===== src/rtl/key_cmd_pkg.sv =====
// Scan codes shared by the input-conditioning stage and other game blocks.
// Bit 8 marks an E0-prefixed (extended) code.
package key_cmd_pkg;
  localparam logic [8:0] SC_SPACE = 9'h029;
  localparam logic [8:0] SC_UP    = 9'h175;
  localparam logic [8:0] SC_DOWN  = 9'h172;
  localparam logic [8:0] SC_R     = 9'h02D;
  localparam logic [8:0] SC_P     = 9'h04D;
  localparam logic [8:0] SC_Q     = 9'h015;
endpackage


===== src/rtl/key_cmd_btn_filter.sv =====
// Raw button conditioning: a 2-flop synchroniser, then a stable-count debounce.
// The filtered level follows the synced input only after DB_CYCLES consecutive differing cycles.
module btn_filter #(
  parameter logic [15:0] DB_CYCLES = 16'd50000
) (
  input  logic clk,
  input  logic rst_n,
  input  logic btn_raw,
  output logic btn_db
);
  logic        sync0_q, sync0_d;
  logic        sync1_q, sync1_d;
  logic        level_q, level_d;
  logic [15:0] cnt_q, cnt_d;

  always_comb begin
    sync0_d = btn_raw;
    sync1_d = sync0_q;
    level_d = level_q;
    cnt_d   = '0;
    // Any cycle where the synced input matches the level restarts the count.
    if (sync1_q != level_q) begin
      if (cnt_q == DB_CYCLES - 16'd1) begin
        level_d = sync1_q;
      end else begin
        cnt_d = cnt_q + 16'd1;
      end
    end
  end

  always_ff @(posedge clk or negedge rst_n) begin
    if (!rst_n) begin
      sync0_q <= 1'b0;
      sync1_q <= 1'b0;
      level_q <= 1'b0;
      cnt_q   <= '0;
    end else begin
      sync0_q <= sync0_d;
      sync1_q <= sync1_d;
      level_q <= level_d;
      cnt_q   <= cnt_d;
    end
  end

  assign btn_db = level_q;
endmodule


===== src/rtl/key_cmd.sv =====
// Turns keyboard key maps and board buttons into registered game commands:
// single-cycle jump/restart pulses plus jump_hold, duck and paused levels.
module key_cmd #(
  parameter logic [15:0] DB_CYCLES       = 16'd50000,
  parameter logic [3:0]  COOLDOWN_FRAMES = 4'd6,
  parameter logic [4:0]  HOLD_MAX_FRAMES = 5'd20
) (
  input  logic         clk,
  input  logic         rst_n,
  input  logic [511:0] key_down,
  input  logic [8:0]   last_change,
  input  logic         key_valid,
  input  logic         btn_jump,
  input  logic         btn_rst,
  input  logic         frame_tick,
  output logic         jump_pulse,
  output logic         jump_hold,
  output logic         duck,
  output logic         restart_pulse,
  output logic         paused
);
  import key_cmd_pkg::*;

  logic jump_db, rst_db;
  logic jump_req, rst_req;
  logic jump_fire, restart, pause_tgl;

  logic       jump_req_q, jump_req_d;
  logic       rst_req_q, rst_req_d;
  logic       paused_q, paused_d;
  logic [3:0] cool_q, cool_d;
  logic [4:0] hold_cnt_q, hold_cnt_d;
  logic       jump_hold_q, jump_hold_d;
  logic       duck_q, duck_d;
  logic       jump_pulse_q, jump_pulse_d;
  logic       restart_pulse_q, restart_pulse_d;

  btn_filter #(.DB_CYCLES(DB_CYCLES)) u_jump_filter (
    .clk(clk), .rst_n(rst_n), .btn_raw(btn_jump), .btn_db(jump_db)
  );

  btn_filter #(.DB_CYCLES(DB_CYCLES)) u_rst_filter (
    .clk(clk), .rst_n(rst_n), .btn_raw(btn_rst), .btn_db(rst_db)
  );

  always_comb begin
    jump_req  = key_down[SC_SPACE] | key_down[SC_UP] | jump_db;
    rst_req   = key_down[SC_R] | rst_db;
    jump_fire = jump_req & ~jump_req_q & ~paused_q & (cool_q == 4'd0);
    restart   = rst_req & ~rst_req_q;
    // Only make events of P toggle; a break leaves key_down[P] low.
    pause_tgl = key_valid & (last_change == SC_P) & key_down[SC_P];
  end

  always_comb begin
    jump_req_d      = jump_req;
    rst_req_d       = rst_req;
    jump_pulse_d    = jump_fire;
    restart_pulse_d = restart;

    paused_d = paused_q;
    if (restart) begin
      paused_d = 1'b0;
    end else if (pause_tgl) begin
      paused_d = ~paused_q;
    end

    // A load always beats a coincident frame_tick.
    cool_d = cool_q;
    if (restart) begin
      cool_d = 4'd0;
    end else if (jump_fire) begin
      cool_d = COOLDOWN_FRAMES;
    end else if (frame_tick && cool_q != 4'd0) begin
      cool_d = cool_q - 4'd1;
    end

    jump_hold_d = jump_hold_q;
    hold_cnt_d  = hold_cnt_q;
    if (restart || paused_d) begin
      jump_hold_d = 1'b0;
      hold_cnt_d  = 5'd0;
    end else if (jump_fire) begin
      jump_hold_d = 1'b1;
      hold_cnt_d  = HOLD_MAX_FRAMES;
    end else if (!jump_req) begin
      jump_hold_d = 1'b0;
      hold_cnt_d  = 5'd0;
    end else if (frame_tick && hold_cnt_q != 5'd0) begin
      hold_cnt_d = hold_cnt_q - 5'd1;
      if (hold_cnt_q == 5'd1) begin
        jump_hold_d = 1'b0;
      end
    end

    // Uses next-state hold/pause so duck never flickers on during a jump start.
    duck_d = key_down[SC_DOWN] & ~jump_hold_d & ~paused_d;
  end

  always_ff @(posedge clk or negedge rst_n) begin
    if (!rst_n) begin
      jump_req_q      <= 1'b0;
      rst_req_q       <= 1'b0;
      paused_q        <= 1'b0;
      cool_q          <= '0;
      hold_cnt_q      <= '0;
      jump_hold_q     <= 1'b0;
      duck_q          <= 1'b0;
      jump_pulse_q    <= 1'b0;
      restart_pulse_q <= 1'b0;
    end else begin
      jump_req_q      <= jump_req_d;
      rst_req_q       <= rst_req_d;
      paused_q        <= paused_d;
      cool_q          <= cool_d;
      hold_cnt_q      <= hold_cnt_d;
      jump_hold_q     <= jump_hold_d;
      duck_q          <= duck_d;
      jump_pulse_q    <= jump_pulse_d;
      restart_pulse_q <= restart_pulse_d;
    end
  end

  assign jump_pulse    = jump_pulse_q;
  assign jump_hold     = jump_hold_q;
  assign duck          = duck_q;
  assign restart_pulse = restart_pulse_q;
  assign paused        = paused_q;
endmodule


===== config.mk =====
export PLATFORM = sky130hd
export DESIGN_NAME = key_cmd
export DESIGN_NICKNAME = d
export VERILOG_FILES = /design/src/rtl/key_cmd_pkg.sv /design/src/rtl/key_cmd_btn_filter.sv /design/src/rtl/key_cmd.sv
export SDC_FILE = /design/constraint.sdc
export NUM_CORES = 1
export LEC_CHECK = 0
export ABC_AREA = 1
export CORE_AREA = 10 10 197 199
export DETAILED_ROUTE_END_ITERATION = 8
export DIE_AREA = 0 0 207 209
export REMOVE_ABC_BUFFERS = 1
export SYNTH_ARGS = -nofsm -noshare
export SYNTH_HDL_FRONTEND = slang
export SYNTH_SLANG_ARGS = --single-unit

===== constraint.sdc =====
create_clock -name clk -period 1.5 [get_ports clk]
set_input_delay 0.375 -clock clk [delete_from_list [all_inputs] [get_ports clk]]
set_output_delay 0.375 -clock clk [all_outputs]
set_load 0.01 [all_outputs]

==> reports/qor.yml <==
die_x_microns: 207
worstMarginPinSlew_ns: 0.346
setup_violations: 0
synth_area_sq_um: 2830
stdcell_count: 875
p_seq_frac: 0.397
finalPower_w: 0.00438
endpoint: "cool_q[2]"
p_leak_nw: 1.74
grt_pass1_wl_microns: 11700
min_from: "u_rst_filter.sync0_q"
finalCritPeriodShare: 0.971
crit_type: "reg -> reg"
crit_family: "simple AND/OR/NAND/NOR gates"
drive_gt1_frac: 0.244
cts_max_level: 2
critical_path_required_ns: 1.69
drt_iter0_drc: 99
grt_max_degree: 35
synth_edf_count: 0
synth_ff_type: "dfrtp_1"
rr_worst_depth: 10
syn_inst: 348
synthArstFlopShare: 1.00
ff_latch_area_sq_um: 1350
critPathLaunchType: "flop"
yosysMostFrequentCell: "nand2_1"
r2r_start: "cool_q[0]"
p_switching_w: 0.00133
syn_to_final_growth_pct: 50.9
yosys_warnings: 0
avgSynthCellArea_sq_um: 8.12
grt_use_total: 0.0325
port_buffers: 24
yosys.area.top_type: "dfrtp_1"
crit_start: "cool_q[0]"
endpoint_kind: "flop"
netlist.area_leader.share: 0.478
routed_wl_microns: 6720
nets: 945
die_y_microns: 209
final_max_slew_viol_count: 0
antenna-diode-count: 0
cpMostUsedCell: "nor2_4"
cp.arrival_ns: 1.65
p_int_w: 0.00305
maxCapViolCount: 0
finalHoldViolCount: 0
comb_power_share: 0.302
max_stage_delay_ns: 0.39
clkPwrFrac: 0.301
viasPerCell: 2.79
hpwl_microns: 5040
critPathSlowestCell: "dfrtp_1"
cts_buffers: 5
clockBufferDepth: 2
place_inst: 854
max-slew-margin-rel: 0.769
die_area_sq_um: 43300
tritoncts: "yes"
crit_cells: 10
clock-sinks: 54
gr-total-overflow: 0
worst_r2r_endpoint: "cool_q[2]"
vias: 2443
clockRootBuffer: "clkbuf_16"
post_drt_wl_per_cell_microns: 7.68
run_status: "finished, final reports clean"
row_count: 69
clock.fmax_ghz: 0.687
yosysSeqAreaShare: 0.478
path_buf_inv: 3
antenna_found_initial: 0
fillers: 4058
fin_crit_ns: 1.46
place_area_sq_um: 3810
cp_cell_sequence: "inv_2 > ha_4 > inv_4 > nor3_4 > nand2_2 > nor2_4 > nor2_4 > buf_6 > nand3_2 > nand2_1"
switching_share: 0.303
ys_top_cells_by_area: "dfrtp_1 (48%), nand2_1 (9.2%), nor2_1 (8.9%)"
drtAntennaViolNets: 0
start_util: 0.0806
core_area_sq_um: 35100
pin_count: 532
multi_input_area_sq_um: 1500
drcViolationCount: 0
fin_area_sq_um: 4260
firstDrtPassIters: 4
worst_slack_ns: 0.0441
first_global_vias: 2402
clkTransAtPathRegs_ns: 0.07
gp_congestion: 0.817
ir_worst_vdd_uv: 472
worst-path-max-fanout: 5
ys_seq_elements: 54
synthTopCellsByCount: "nand2_1 (69), nor2_1 (67), dfrtp_1 (54), inv_1 (39), nand3_1 (26)"
p_per_area_nw_per_um2: 1030
insertion_delay_ns: 0.30
pre_cts_slack_ns: -0.379
clock_skew_ns: 0.0100
yosysUniqueCellTypes: 28
rsz0062_at_grt: "true"
reg2reg_slack_ns: 0.04
hold_path_class: "reg -> reg"
-- flip-flops by register name, summed over array words and instances (netlist names) --
register               cells
restart_pulse              1
u_rst_filter.cnt_q        16
jump_hold                  1
duck                       1
cool_q                     4
jump_pulse                 1
rst_req_q                  1
u_jump_filter.sync1_q      1
u_rst_filter.sync0_q       1
u_rst_filter.btn_db        1
jump_req_q                 1
u_jump_filter.btn_db       1
u_jump_filter.sync0_q      1
u_jump_filter.cnt_q       16
u_rst_filter.sync1_q       1
hold_cnt_q                 5
paused                     1
-- logic make-up after synthesis --
group	Yosys count	share of synthesized area
adder cells (fa/ha/maj)	5	0.0221
flip-flops	54	0.478
buffers and inverters	42	0.0558
AND/OR/NAND/NOR	210	0.355
AO/OA/AOI/OAI	21	0.0394
XOR/XNOR	16	0.0496
-- layout make-up --
type                            count  area share
Multi-Input combinational cell    252       0.352
Sequential cell                    54       0.317
Tap cell                          461       0.135
Timing Repair Buffer               58       0.119
Inverter                           42      0.0376
Clock buffer                        5      0.0293
Clock inverter                      3     0.00939
-- through the flow --
step | util | setup TNS, ns | hold WS [ns]
floorplan | - | 0 | 0.0794
global placement | 0.109 | -3.33 | 0.303
detailed placement | 0.109 | -3.44 | 0.305
CTS | 0.116 | -0.0405 | 0.354
global route | 0.122 | -0.702 | 0.360
finish | 0.122 | 0 | 0.352
-- worst min path at each step --
stage          slack, ns                   end  cells past startpoint
2_1_floorplan       0.08             cool_q[0]                      0
3_3_place_gp        0.30             rst_req_q                      1
3_5_place_dp        0.31         restart_pulse                      1
4_1_cts             0.35  u_rst_filter.sync1_q                      0
5_1_grt             0.36  u_rst_filter.sync1_q                      0
6_report            0.35  u_rst_filter.sync1_q                      0
-- cell usage in the layout, fill, tap and decap left out, types with 2 or more instances in the layout --
cell,count
clkbuf_16,5
nor2_2,6
o21ai_1,2
nor3b_1,4
nor3_1,8
nand3_4,2
nand3b_1,2
nand3_1,18
clkdlybuf4s50_1,17
inv_1,35
o21ai_0,5
buf_4,30
nand3_2,7
ha_2,2
ha_4,2
nor2_4,5
xor2_1,15
inv_2,6
buf_6,2
clkinv_2,2
nand2_1,63
dlygate4sd2_1,5
or2_2,3
nor3_4,5
nand2_2,8
nor2_1,62
a21oi_1,9
dfrtp_2,2
dfrtp_1,52
nor3_2,2
nand2_4,3
nand4_1,9
-- metal layers --
metal	global-route usage	wire, microns	vias to the layer above
met1	0.0395	3130	1161
met2	0.0523	3250	29
met4	0.0174	161	0
met3	0.00775	181	9
met5	0	0	-
li1	-	-	1244
-- worst reg2reg max path, stage by stage, from the launching register on --
cell	delay, ns
dfrtp_1	0.39
inv_2	0.09
ha_4	0.15
inv_4	0.04
nor3_4	0.11
nand2_2	0.11
nor2_4	0.18
nor2_4	0.06
buf_6	0.12
nand3_2	0.05
nand2_1	0.05
-- timing repair --
item,CTS,global route
pin swaps,9,20
hold buffers,1,0
endpoints found under the hold margin,11,0
resized for setup,23,35
setup endpoints to repair,13,26
setup buffers,4,8
-- power groups by stage --
| stage | logic, W | clock network, W | registers (W) |
|---|---|---|---|
| 2_1_floorplan | 0.000614 | 0 | 0.00172 |
| 3_3_place_gp | 0.000961 | 0 | 0.00173 |
| 3_5_place_dp | 0.000991 | 0 | 0.00173 |
| 4_1_cts | 0.00114 | 0.00136 | 0.00173 |
| 5_1_grt | 0.00150 | 0.00143 | 0.00176 |
| 6_report | 0.00132 | 0.00132 | 0.00174 |
(Power assumes the default switching activity.)
